===== src/rtl/mem_port_arbiter_pkg.sv =====
// Shared types and defaults for the unified-memory port arbiter of the multicycle MIPS core.
// Imported by the arbiter, its sub-module and the bus interface.
package mem_port_arbiter_pkg;

  localparam int DEF_ADDR_W = 32;
  localparam int DEF_DATA_W = 32;
  localparam int CNT_W      = 4;

  typedef enum logic [1:0] {
    IDLE   = 2'd0,
    ACCESS = 2'd1,
    RESP   = 2'd2
  } state_e;

  typedef enum logic {
    OWNER_CPU = 1'b0,
    OWNER_LD  = 1'b1
  } owner_e;

  // One-hot grant {ld, cpu}; on a tie the requester that did not win last time goes first.
  function automatic logic [1:0] rr_pick(input logic req_cpu, input logic req_ld,
                                         input owner_e last);
    logic [1:0] g;
    if (req_cpu && req_ld) begin
      g = (last == OWNER_LD) ? 2'b01 : 2'b10;
    end else begin
      g = {req_ld, req_cpu};
    end
    return g;
  endfunction

endpackage


===== src/rtl/mem_port_arbiter_if.sv =====
// Bus bundle between the two memory requesters, the arbiter and the unified memory.
// The slave modport is the arbiter's view; master is the requester/memory side.
interface mem_port_arbiter_if #(
  parameter int ADDR_W = mem_port_arbiter_pkg::DEF_ADDR_W,
  parameter int DATA_W = mem_port_arbiter_pkg::DEF_DATA_W
);

  logic              cpu_req;
  logic              cpu_we;
  logic [ADDR_W-1:0] cpu_addr;
  logic [DATA_W-1:0] cpu_wdata;
  logic [DATA_W-1:0] cpu_rdata;
  logic              cpu_ready;
  logic              cpu_stall;

  logic              ld_req;
  logic              ld_we;
  logic [ADDR_W-1:0] ld_addr;
  logic [DATA_W-1:0] ld_wdata;
  logic [DATA_W-1:0] ld_rdata;
  logic              ld_ready;

  logic              mem_en;
  logic              mem_we;
  logic [ADDR_W-1:0] mem_addr;
  logic [DATA_W-1:0] mem_wdata;
  logic [DATA_W-1:0] mem_rdata;
  logic              grant_ld;

  modport slave (
    input  cpu_req, cpu_we, cpu_addr, cpu_wdata,
    input  ld_req, ld_we, ld_addr, ld_wdata,
    input  mem_rdata,
    output cpu_rdata, cpu_ready, cpu_stall,
    output ld_rdata, ld_ready,
    output mem_en, mem_we, mem_addr, mem_wdata, grant_ld
  );

  modport master (
    output cpu_req, cpu_we, cpu_addr, cpu_wdata,
    output ld_req, ld_we, ld_addr, ld_wdata,
    output mem_rdata,
    input  cpu_rdata, cpu_ready, cpu_stall,
    input  ld_rdata, ld_ready,
    input  mem_en, mem_we, mem_addr, mem_wdata, grant_ld
  );

endinterface


===== src/rtl/mem_port_arbiter_rr_arbiter2.sv =====
// Two-way round-robin arbiter: combinational one-hot grant plus the last-grant register.
module rr_arbiter2
  import mem_port_arbiter_pkg::*;
(
  input  logic       clk,
  input  logic       rst_n,
  input  logic [1:0] req,
  input  logic       take,
  output logic [1:0] grant
);

  owner_e last_grant;

  assign grant = rr_pick(req[0], req[1], last_grant);

  // Reset to LD so the CPU wins the first tie after reset.
  always_ff @(posedge clk or negedge rst_n) begin
    if (!rst_n) begin
      last_grant <= OWNER_LD;
    end else if (take && (grant != 2'b00)) begin
      last_grant <= grant[1] ? OWNER_LD : OWNER_CPU;
    end
  end

endmodule


===== src/rtl/mem_port_arbiter.sv =====
// Shares the unified memory between the CPU port and the loader/debug port with a fixed
// access latency; each completed access returns a one-cycle ready pulse to its owner.
module mem_port_arbiter
  import mem_port_arbiter_pkg::*;
#(
  parameter int ADDR_W      = DEF_ADDR_W,
  parameter int DATA_W      = DEF_DATA_W,
  parameter int WAIT_CYCLES = 2
) (
  input logic               clk,
  input logic               rst_n,
  mem_port_arbiter_if.slave bus
);

  if (WAIT_CYCLES < 1 || WAIT_CYCLES > 15) begin : g_bad_wait
    $error("mem_port_arbiter: WAIT_CYCLES must be in 1..15");
  end

  state_e            state;
  owner_e            owner;
  logic [CNT_W-1:0]  cnt;
  logic [1:0]        grant;
  logic              sel_we;
  logic [ADDR_W-1:0] sel_addr;
  logic [DATA_W-1:0] sel_wdata;

  rr_arbiter2 u_arb (
    .clk   (clk),
    .rst_n (rst_n),
    .req   ({bus.ld_req, bus.cpu_req}),
    .take  (state == IDLE),
    .grant (grant)
  );

  always_comb begin
    sel_we    = bus.cpu_we;
    sel_addr  = bus.cpu_addr;
    sel_wdata = bus.cpu_wdata;
    if (grant[1]) begin
      sel_we    = bus.ld_we;
      sel_addr  = bus.ld_addr;
      sel_wdata = bus.ld_wdata;
    end
  end

  assign bus.cpu_stall = bus.cpu_req & ~bus.cpu_ready;

  // Requester signals are latched only at grant, so later changes cannot disturb an access.
  always_ff @(posedge clk or negedge rst_n) begin
    if (!rst_n) begin
      state         <= IDLE;
      owner         <= OWNER_CPU;
      cnt           <= '0;
      bus.mem_en    <= 1'b0;
      bus.mem_we    <= 1'b0;
      bus.mem_addr  <= '0;
      bus.mem_wdata <= '0;
      bus.cpu_ready <= 1'b0;
      bus.ld_ready  <= 1'b0;
      bus.cpu_rdata <= '0;
      bus.ld_rdata  <= '0;
      bus.grant_ld  <= 1'b0;
    end else begin
      case (state)
        IDLE: begin
          if (grant != 2'b00) begin
            owner         <= grant[1] ? OWNER_LD : OWNER_CPU;
            bus.grant_ld  <= grant[1];
            bus.mem_en    <= 1'b1;
            bus.mem_we    <= sel_we;
            bus.mem_addr  <= sel_addr;
            bus.mem_wdata <= sel_wdata;
            cnt           <= CNT_W'(WAIT_CYCLES - 1);
            state         <= ACCESS;
          end
        end
        ACCESS: begin
          if (cnt == '0) begin
            bus.mem_en <= 1'b0;
            bus.mem_we <= 1'b0;
            if (!bus.mem_we) begin
              if (owner == OWNER_LD) begin
                bus.ld_rdata <= bus.mem_rdata;
              end else begin
                bus.cpu_rdata <= bus.mem_rdata;
              end
            end
            if (owner == OWNER_LD) begin
              bus.ld_ready <= 1'b1;
            end else begin
              bus.cpu_ready <= 1'b1;
            end
            state <= RESP;
          end else begin
            cnt <= cnt - 1'b1;
          end
        end
        RESP: begin
          bus.cpu_ready <= 1'b0;
          bus.ld_ready  <= 1'b0;
          state         <= IDLE;
        end
        default: begin
          state <= IDLE;
        end
      endcase
    end
  end

endmodule


===== src/flat_wrapper.sv =====
// flat-port wrapper written by rule: the top's interface ports become plain ports
module mem_port_arbiter_flat import mem_port_arbiter_pkg::*;
#(
  parameter int ADDR_W      = DEF_ADDR_W,
  parameter int DATA_W      = DEF_DATA_W,
  parameter int WAIT_CYCLES = 2
)
  (clk, rst_n, bus_cpu_req, bus_cpu_we, bus_cpu_addr, bus_cpu_wdata, bus_ld_req, bus_ld_we, bus_ld_addr, bus_ld_wdata, bus_mem_rdata, bus_cpu_rdata, bus_cpu_ready, bus_cpu_stall, bus_ld_rdata, bus_ld_ready, bus_mem_en, bus_mem_we, bus_mem_addr, bus_mem_wdata, bus_grant_ld);
  mem_port_arbiter_if #(.ADDR_W(ADDR_W), .DATA_W(DATA_W)) bus_i ();
  input logic clk;
  input logic rst_n;
  input wire logic [$bits(bus_i.cpu_req)-1:0] bus_cpu_req;
  input wire logic [$bits(bus_i.cpu_we)-1:0] bus_cpu_we;
  input wire logic [$bits(bus_i.cpu_addr)-1:0] bus_cpu_addr;
  input wire logic [$bits(bus_i.cpu_wdata)-1:0] bus_cpu_wdata;
  input wire logic [$bits(bus_i.ld_req)-1:0] bus_ld_req;
  input wire logic [$bits(bus_i.ld_we)-1:0] bus_ld_we;
  input wire logic [$bits(bus_i.ld_addr)-1:0] bus_ld_addr;
  input wire logic [$bits(bus_i.ld_wdata)-1:0] bus_ld_wdata;
  input wire logic [$bits(bus_i.mem_rdata)-1:0] bus_mem_rdata;
  output wire logic [$bits(bus_i.cpu_rdata)-1:0] bus_cpu_rdata;
  output wire logic [$bits(bus_i.cpu_ready)-1:0] bus_cpu_ready;
  output wire logic [$bits(bus_i.cpu_stall)-1:0] bus_cpu_stall;
  output wire logic [$bits(bus_i.ld_rdata)-1:0] bus_ld_rdata;
  output wire logic [$bits(bus_i.ld_ready)-1:0] bus_ld_ready;
  output wire logic [$bits(bus_i.mem_en)-1:0] bus_mem_en;
  output wire logic [$bits(bus_i.mem_we)-1:0] bus_mem_we;
  output wire logic [$bits(bus_i.mem_addr)-1:0] bus_mem_addr;
  output wire logic [$bits(bus_i.mem_wdata)-1:0] bus_mem_wdata;
  output wire logic [$bits(bus_i.grant_ld)-1:0] bus_grant_ld;
  assign bus_i.cpu_req = bus_cpu_req;
  assign bus_i.cpu_we = bus_cpu_we;
  assign bus_i.cpu_addr = bus_cpu_addr;
  assign bus_i.cpu_wdata = bus_cpu_wdata;
  assign bus_i.ld_req = bus_ld_req;
  assign bus_i.ld_we = bus_ld_we;
  assign bus_i.ld_addr = bus_ld_addr;
  assign bus_i.ld_wdata = bus_ld_wdata;
  assign bus_i.mem_rdata = bus_mem_rdata;
  assign bus_cpu_rdata = bus_i.cpu_rdata;
  assign bus_cpu_ready = bus_i.cpu_ready;
  assign bus_cpu_stall = bus_i.cpu_stall;
  assign bus_ld_rdata = bus_i.ld_rdata;
  assign bus_ld_ready = bus_i.ld_ready;
  assign bus_mem_en = bus_i.mem_en;
  assign bus_mem_we = bus_i.mem_we;
  assign bus_mem_addr = bus_i.mem_addr;
  assign bus_mem_wdata = bus_i.mem_wdata;
  assign bus_grant_ld = bus_i.grant_ld;
  mem_port_arbiter #(.ADDR_W(ADDR_W), .DATA_W(DATA_W), .WAIT_CYCLES(WAIT_CYCLES)) u_core (.clk(clk), .rst_n(rst_n), .bus(bus_i));
endmodule

===== config.mk =====
export PLATFORM = sky130hd
export DESIGN_NAME = mem_port_arbiter_flat
export DESIGN_NICKNAME = d
export VERILOG_FILES = /design/src/rtl/mem_port_arbiter_pkg.sv /design/src/rtl/mem_port_arbiter_if.sv /design/src/rtl/mem_port_arbiter_rr_arbiter2.sv /design/src/rtl/mem_port_arbiter.sv /design/src/flat_wrapper.sv
export SDC_FILE = /design/constraint.sdc
export NUM_CORES = 1
export LEC_CHECK = 0
export CAP_MARGIN = 20
export CORE_MARGIN = 1.5
export CORE_UTILIZATION = 42
export CTS_BUF_LIST = sky130_fd_sc_hd__clkbuf_4 sky130_fd_sc_hd__clkbuf_8
export CTS_CLUSTER_DIAMETER = 200
export DETAILED_ROUTE_END_ITERATION = 6
export GPL_ROUTABILITY_DRIVEN = 0
export PLACE_DENSITY = 0.83
export SYNTH_ARGS = -nofsm -noshare
export SYNTH_HDL_FRONTEND = slang
export SYNTH_HIERARCHICAL = 1
export SYNTH_SLANG_ARGS = --single-unit

===== constraint.sdc =====
create_clock -name clk -period 2.36 [get_ports clk]
set_input_delay 0.354 -clock clk [delete_from_list [all_inputs] [get_ports clk]]
set_output_delay 0.354 -clock clk [all_outputs]
set_load 0.005 [all_outputs]

==> results of run 1 <==
-- power breakdown --
| group | internal (mW) | switching, mW |
|---|---|---|
| Combinational | 3.57 | 2.24 |
| Sequential | 3.62 | 0.776 |
| Clock | 1.15 | 0.878 |
-- layout by cell type, fill, tap and decap left out, drive strengths merged, types with 2 or more instances in the layout --
| cell type | synthesis | routed |
|---|---|---|
| a21oi | 132 | 132 |
| nor3 | 3 | 3 |
| a22o | 2 | 2 |
| dfrtp | 139 | 139 |
| bufinv | 0 | 3 |
| clkbuf | 27 | 22 |
| ha | 2 | 2 |
| buf | 10 | 16 |
| inv | 5 | 5 |
| mux2i | 64 | 64 |
| clkinv | 0 | 6 |
| nand2 | 8 | 8 |
| a21boi | 2 | 2 |
| nor2b | 2 | 2 |
| or4 | 2 | 2 |
| clkdlybuf4s50 | 0 | 298 |
| o21ai | 3 | 3 |
| mux2 | 64 | 64 |
-- per-stage QoR --
step | power, mW | hold slack, ns | utilization (%)
6_report | 12.2 | 0.392 | 69.7
5_1_grt | 13.0 | 0.399 | 69.7
4_1_cts | 12.3 | 0.384 | 69.7
3_5_place_dp | 10.2 | 0.309 | 66.6
3_3_place_gp | 10.0 | 0.307 | 66.6
2_1_floorplan | 6.76 | 0.0584 | -
-- worst max path at each step --
stage | start | end | slack (ns) | cells after the start
floorplan | u_core/cnt[0] | u_core/bus.cpu_rdata[0] | 0.20 | 7
global placement | u_core/cnt[0] | u_core/bus.cpu_rdata[7] | 0.19 | 6
detailed placement | bus_ld_req | u_core/bus.mem_wdata[1] | 0.12 | 6
CTS | u_core/cnt[0] | u_core/bus.cpu_rdata[3] | 0.12 | 6
global route | u_core/cnt[0] | u_core/bus.cpu_rdata[7] | 0.03 | 6
finish | u_core/cnt[0] | u_core/bus.cpu_rdata[3] | 0.09 | 6
-- flip-flops by register name, summed over array words and instances, names as in the netlist, 2 cells and up --
name and flops:
u_core/bus.cpu_rdata 32, u_core/bus.ld_rdata 32, u_core/bus.mem_addr 32, u_core/bus.mem_wdata 32
u_core/cnt 4, u_core/state 2
-- metal layers --
layer / part of all wire (%) / wire [um] / GRT usage [%] / vias up
met5: 0 / 0 / 0 / -
met2: 51 / 9030 / 40.2 / 255
met4: 1.7 / 301 / 8.62 / 0
met3: 7.6 / 1340 / 6.18 / 26
li1: - / - / - / 2334
met1: 40 / 7010 / 27.6 / 2486
-- cells in the mapped netlist, drive strengths merged, types with 3 or more instances --
| master | n | share of area [%] |
|---|---|---|
| a21oi | 132 | 11 |
| buf | 10 | 1.6 |
| clkbuf | 27 | 1.7 |
| dfrtp | 139 | 57 |
| inv | 5 | 0.31 |
| mux2 | 64 | 14 |
| mux2i | 64 | 10 |
| nand2 | 8 | 0.49 |
| nor3 | 3 | 0.24 |
| o21ai | 3 | 0.24 |
-- cell type report --
class | instances | area, um^2
clock inverter | 10 | 139
multi-input combinational | 301 | 2430
timing repair buffer | 315 | 3180
tap | 180 | 225
fill | 959 | 4250
clock buffer | 22 | 290
sequential | 140 | 3500
inverter | 5 | 18.8
-- cells by family (layout without fill, tap and decap cells) --
group,after synthesis,after routing
adder cells (fa/ha/maj),2,2
multiplexers,128,128
buffers and inverters,42,352
flip-flops,140,140
AND/OR/NAND/NOR,26,26
AO/OA/AOI/OAI,145,145
-- repair_timing --
action | in CTS | in global routing
hold endpoints to repair | 42 | 0
buffers inserted | 0 | 0
hold buffers | 1 | 0
gates resized for setup | 0 | 0
==> qor.yml, run 1 <==
clock_skew_ns: 0.0108
synthSimpleGateAreaFrac_pct: 2.51
critical_path.max_stage_delay_ns: 0.50
worstPathBufferInverterCount: 2
synth_compound_area_share_pct: 12.4
ant_nets: 0
place_ws_ns: 0.120
overflow: 0
synth_fa_ha_area_share_pct: 0.408
cellLeakagePower_nw: 4.17
final-hold-violation-count: 0
maxCapViolations: 0
critPathLaunchType: "register"
regToRegSetupSlack_ns: 0.09
critPathArrivalTime_ns: 2.58
drt-vias-per-instance: 5.24
cts.sinks: 140
start_util_pct: 43.7
cts_tree: "done"
synth_edf_count: 0
syn_to_final_growth_pct: 59.6
cp_max_fo: 32
syn-mean-instance-area_um2: 12.7
grt_start_max_net_pins: 60
fin_nets: 948
synth_area_mm2: 0.00613
timing.rr.start: "u_core/cnt[0]"
dp_hpwl_um: 13100
end_kind: "register"
critPathKind: "register to register"
routed_wl_um: 17700
dr.pass1.iters: 5
async_reset_ff_share_pct: 100
status: "complete, no violations"
die_w_um: 124
fp.coreArea_mm2: 0.0140
ys_seq_area_share_pct: 57.2
track_usage_pct: 23.2
worst_pin_slew_ns: 0.510
grt_setup_unrepaired: "false"
grt_pass1_vias: 5228
drc: 0
clockRootBuffer: "clkbuf_8"
path_delay_family: "simple AND/OR/NAND/NOR gates"
clkLatencyLatePin_ns: 0.44
p_per_area_mw_per_mm2: 1250
syn_inst: 483
portBuffers: 299
slew_headroom_pct: 65.9
antenna_found_initial: 0
die_area_mm2: 0.0153
setup_viol: 0
slowest_stage: "or4_4"
setup_ws_ns: 0.0950
syn_nets: 651
num_rows: 43
cts_max_level: 4
ys_ff_latch: 140
fmax_mhz: 442
final_design_area_no_fill_mm2: 0.00979
drt_iter0_drc: 231
drive_gt1_share_pct: 15.4
place_inst: 940
period_share_pct: 96.0
min_period_ns: 2.27
synthMuxAreaShare_pct: 24.0
synth_top_family_by_area: "multiplexers"
ys_types: 39
maxSlewViolCount: 0
ys_warn_count: 6
ioPinCount: 300
clkSlewWorstSetupHoldPaths_ns: 0.08
reg2reg_depth: 6
peakVddDrop_mv: 0.455
synthXorXnorAreaFrac_pct: 0
r2r_end: "u_core/bus.cpu_rdata[3]"
finalNonFillerCells: 973
min_path_type: "input pin to async pin"
drt-wirelength-per-cell_um: 18.2
critPathRequiredTime_ns: 2.67
antenna_cells: 0
die_h_um: 124
setup_tns_ns: 0
synth_ff_type: "dfrtp_1"
vias: 5101
max-clock-path-buffers: 2
postPlaceCellArea_mm2: 0.00935
numCtsBuffers: 17
grt_pass1_wl_um: 26800
worstPathCellList: "inv_1, ha_1, or3b_1, or4_4, buf_12, mux2_4"
Power figures use the tool's default switching activity.
==> run 2: changes to the inputs <==
- CORE_UTILIZATION: 42 -> 41
- CTS_BUF_LIST: sky130_fd_sc_hd__clkbuf_4 sky130_fd_sc_hd__clkbuf_8 -> default
- HOLD_SLACK_MARGIN: default -> 0.12
- PLACE_DENSITY: 0.83 -> 0.81
- SETUP_SLACK_MARGIN: default -> 0.4
==> qor.yml, run 2 (same netlist as run 1, synthesis figures left out) <==
critPathArrivalTime_ns: 2.40  # -0.18 ns
num_rows: 44  # +2.3%
clockRootBuffer: "clkbuf_16"
grt_setup_unrepaired: "true"
cellLeakagePower_nw: 4.27  # +2.4%
min_path_type: "input pin to register"
p_per_area_mw_per_mm2: 1280  # +2.6%
drive_gt1_share_pct: 16.8  # +1.4 points
critPathKind: "register to register"
critPathLaunch: "u_core/cnt[0]"
worst_pin_slew_ns: 0.480  # -0.0297 ns
overflow: 0  # unchanged
fill_cells: 1016  # +5.9%
cp_max_fo: 8  # -75%
fin_nets: 958  # +1.1%
setup_tns_ns: 0  # unchanged
status: "complete, no violations"
cts.sinks: 140  # unchanged
critPathRequiredTime_ns: 2.65  # -0.02 ns
multi_input_comb_area_mm2: 0.00247  # +1.5%
setup_viol: 0  # unchanged
drt-vias-per-instance: 5.26  # +0.34%
clock_skew_ns: 0.0101  # -0.000674 ns
critPathLaunchType: "register"
maxCapViolations: 0  # unchanged
numCtsBuffers: 17  # unchanged
fmax_mhz: 474  # +7.3%
die_w_um: 125  # +1.2%
drc: 0  # unchanged
internal-power_mw: 8.76  # +5.0%
syn_to_final_growth_pct: 63.6
vias: 5192  # +1.8%
regToRegSetupSlack_ns: 0.25  # +0.15 ns
worstHoldPathCells: 2
antenna_found_initial: 0  # unchanged
clkLatencyLatePin_ns: 0.41  # -0.03 ns
peakVddDrop_mv: 0.692  # +52%
critical_path.max_stage_delay_ns: 0.54  # +0.04 ns
p_sw_mw: 4.11  # +5.4%
timing.rr.start: "u_core/cnt[0]"
area.sequential_mm2: 0.00350  # unchanged
end_kind: "register"
dp_hpwl_um: 12800  # -2.3%
period_share_pct: 89.4  # -6.5 points
min_period_ns: 2.11  # -0.154 ns
min_to: "u_core/u_arb/last_grant"
final-hold-violation-count: 0  # unchanged
drt-wirelength-per-cell_um: 18.5  # +1.8%
antenna_cells: 0  # unchanged
ioPinCount: 300  # unchanged
worstPathCellList: "inv_2, ha_4, or3b_4, buf_6, or4_4, mux2_4"
routed_wl_um: 18300  # +3.2%
slowest_stage: "or4_4"
cts_max_level: 4  # unchanged
portBuffers: 299  # unchanged
die_h_um: 125  # +1.2%
grt_start_max_net_pins: 78  # +30%
grt_pass1_vias: 5483  # +4.9%
slew_headroom_pct: 68.0  # +2.1 points
die_area_mm2: 0.0157  # +2.4%
p_seq_share_pct: 34.2  # -1.7 points
track_usage_pct: 23.3  # +0.13 points
dr.pass1.iters: 5  # unchanged
switching_share_pct: 31.9  # +0.091 points
finalNonFillerCells: 987  # +1.4%
pwr-share-clk_pct: 19.5  # +2.9 points
clkSlewWorstSetupHoldPaths_ns: 0.06  # -0.02 ns
grt_pass1_wl_um: 29100  # +8.4%
reg2reg_depth: 6  # unchanged
hp-start: "bus_cpu_req"
fp.coreArea_mm2: 0.0146  # +3.9%
maxSlewViolCount: 0  # unchanged
ant_nets: 0  # unchanged
drt_iter0_drc: 261  # +13%
final_cell_mix: "clkdlybuf4s50_1, dfrtp_1, a21oi_1"
cts_tree: "done"
start_util_pct: 42.0  # -1.6 points
place_inst: 943  # +0.32%
hold_ws_ns: 0.354  # -0.0385 ns
r2r_end: "u_core/bus.cpu_rdata[10]"
combPwrFrac_pct: 46.3  # -1.2 points
max-clock-path-buffers: 2  # unchanged
final_common_cell: "clkdlybuf4s50_1"
run 2: worst max-delay path by stage:
stage / end / depth (start not counted)
3_3_place_gp: u_core/bus.cpu_rdata[3] / 5
4_1_cts: u_core/bus.cpu_rdata[22] / 6
5_1_grt: u_core/bus.cpu_rdata[10] / 6
3_5_place_dp: u_core/bus.cpu_rdata[22] / 5
2_1_floorplan: u_core/bus.cpu_rdata[0] / 7
6_report: u_core/bus.cpu_rdata[10] / 6
run 2: area by class of cell:
type	instances	area share (%)
clock buffer	19	4.42
clock inverter	13	1.16
inverter	5	0.187
multi-input combinational	303	24.6
sequential	140	34.9
tap	184	2.29
timing repair buffer	323	32.4
run 2: timing repair:
item                                    in CTS  in global routing
endpoints found under the setup margin      33                 32
cloned                                       3                  0
buffers inserted                             7                  1
resized for setup                            5                  1
endpoints found under the hold margin       25                  0
hold buffers                                 1                  0
pin swaps                                    3                  1
run 2: critical path: cells and delay by family, from the launching register on:
| family | cells | cell delay (ns) |
|---|---|---|
| AND/OR/NAND/NOR | 2 | 0.92 |
| flip-flops | 1 | 0.39 |
| multiplexers | 1 | 0.34 |
| buffers and inverters | 2 | 0.22 |
| adder cells (fa/ha/maj) | 1 | 0.13 |
run 2: metal layers:
layer  wire [um]  vias to the layer above  track usage [%]  part of all wire, %
met1        7090                     2523             27.4                   39
met4         315                        0             6.95                  1.7
met5           0                        -                0                    0
li1            -                     2369                -                    -
met2        9340                      274             41.2                   51
met3        1510                       26             6.89                  8.3
run 2: through the flow:
stage	area [um^2]	total power, mW	setup slack [ns]	utilization [%]
2_1_floorplan	6150	6.78	0.312	-
3_3_place_gp	9340	9.93	0.175	64.0
3_5_place_dp	9340	10.2	0.123	64.0
4_1_cts	10000	12.9	0.245	68.7
5_1_grt	10000	13.6	0.205	68.8
6_report	10000	12.9	0.249	68.8
run 2: power by group through the flow:
| stage | Sequential (mW) | Combinational, mW | Clock, mW |
|---|---|---|---|
| 2_1_floorplan | 4.37 | 2.41 | 0 |
| 3_3_place_gp | 4.33 | 5.60 | 0 |
| 3_5_place_dp | 4.39 | 5.79 | 0 |
| 4_1_cts | 4.39 | 5.96 | 2.55 |
| 5_1_grt | 4.55 | 6.40 | 2.64 |
| 6_report | 4.40 | 5.95 | 2.51 |
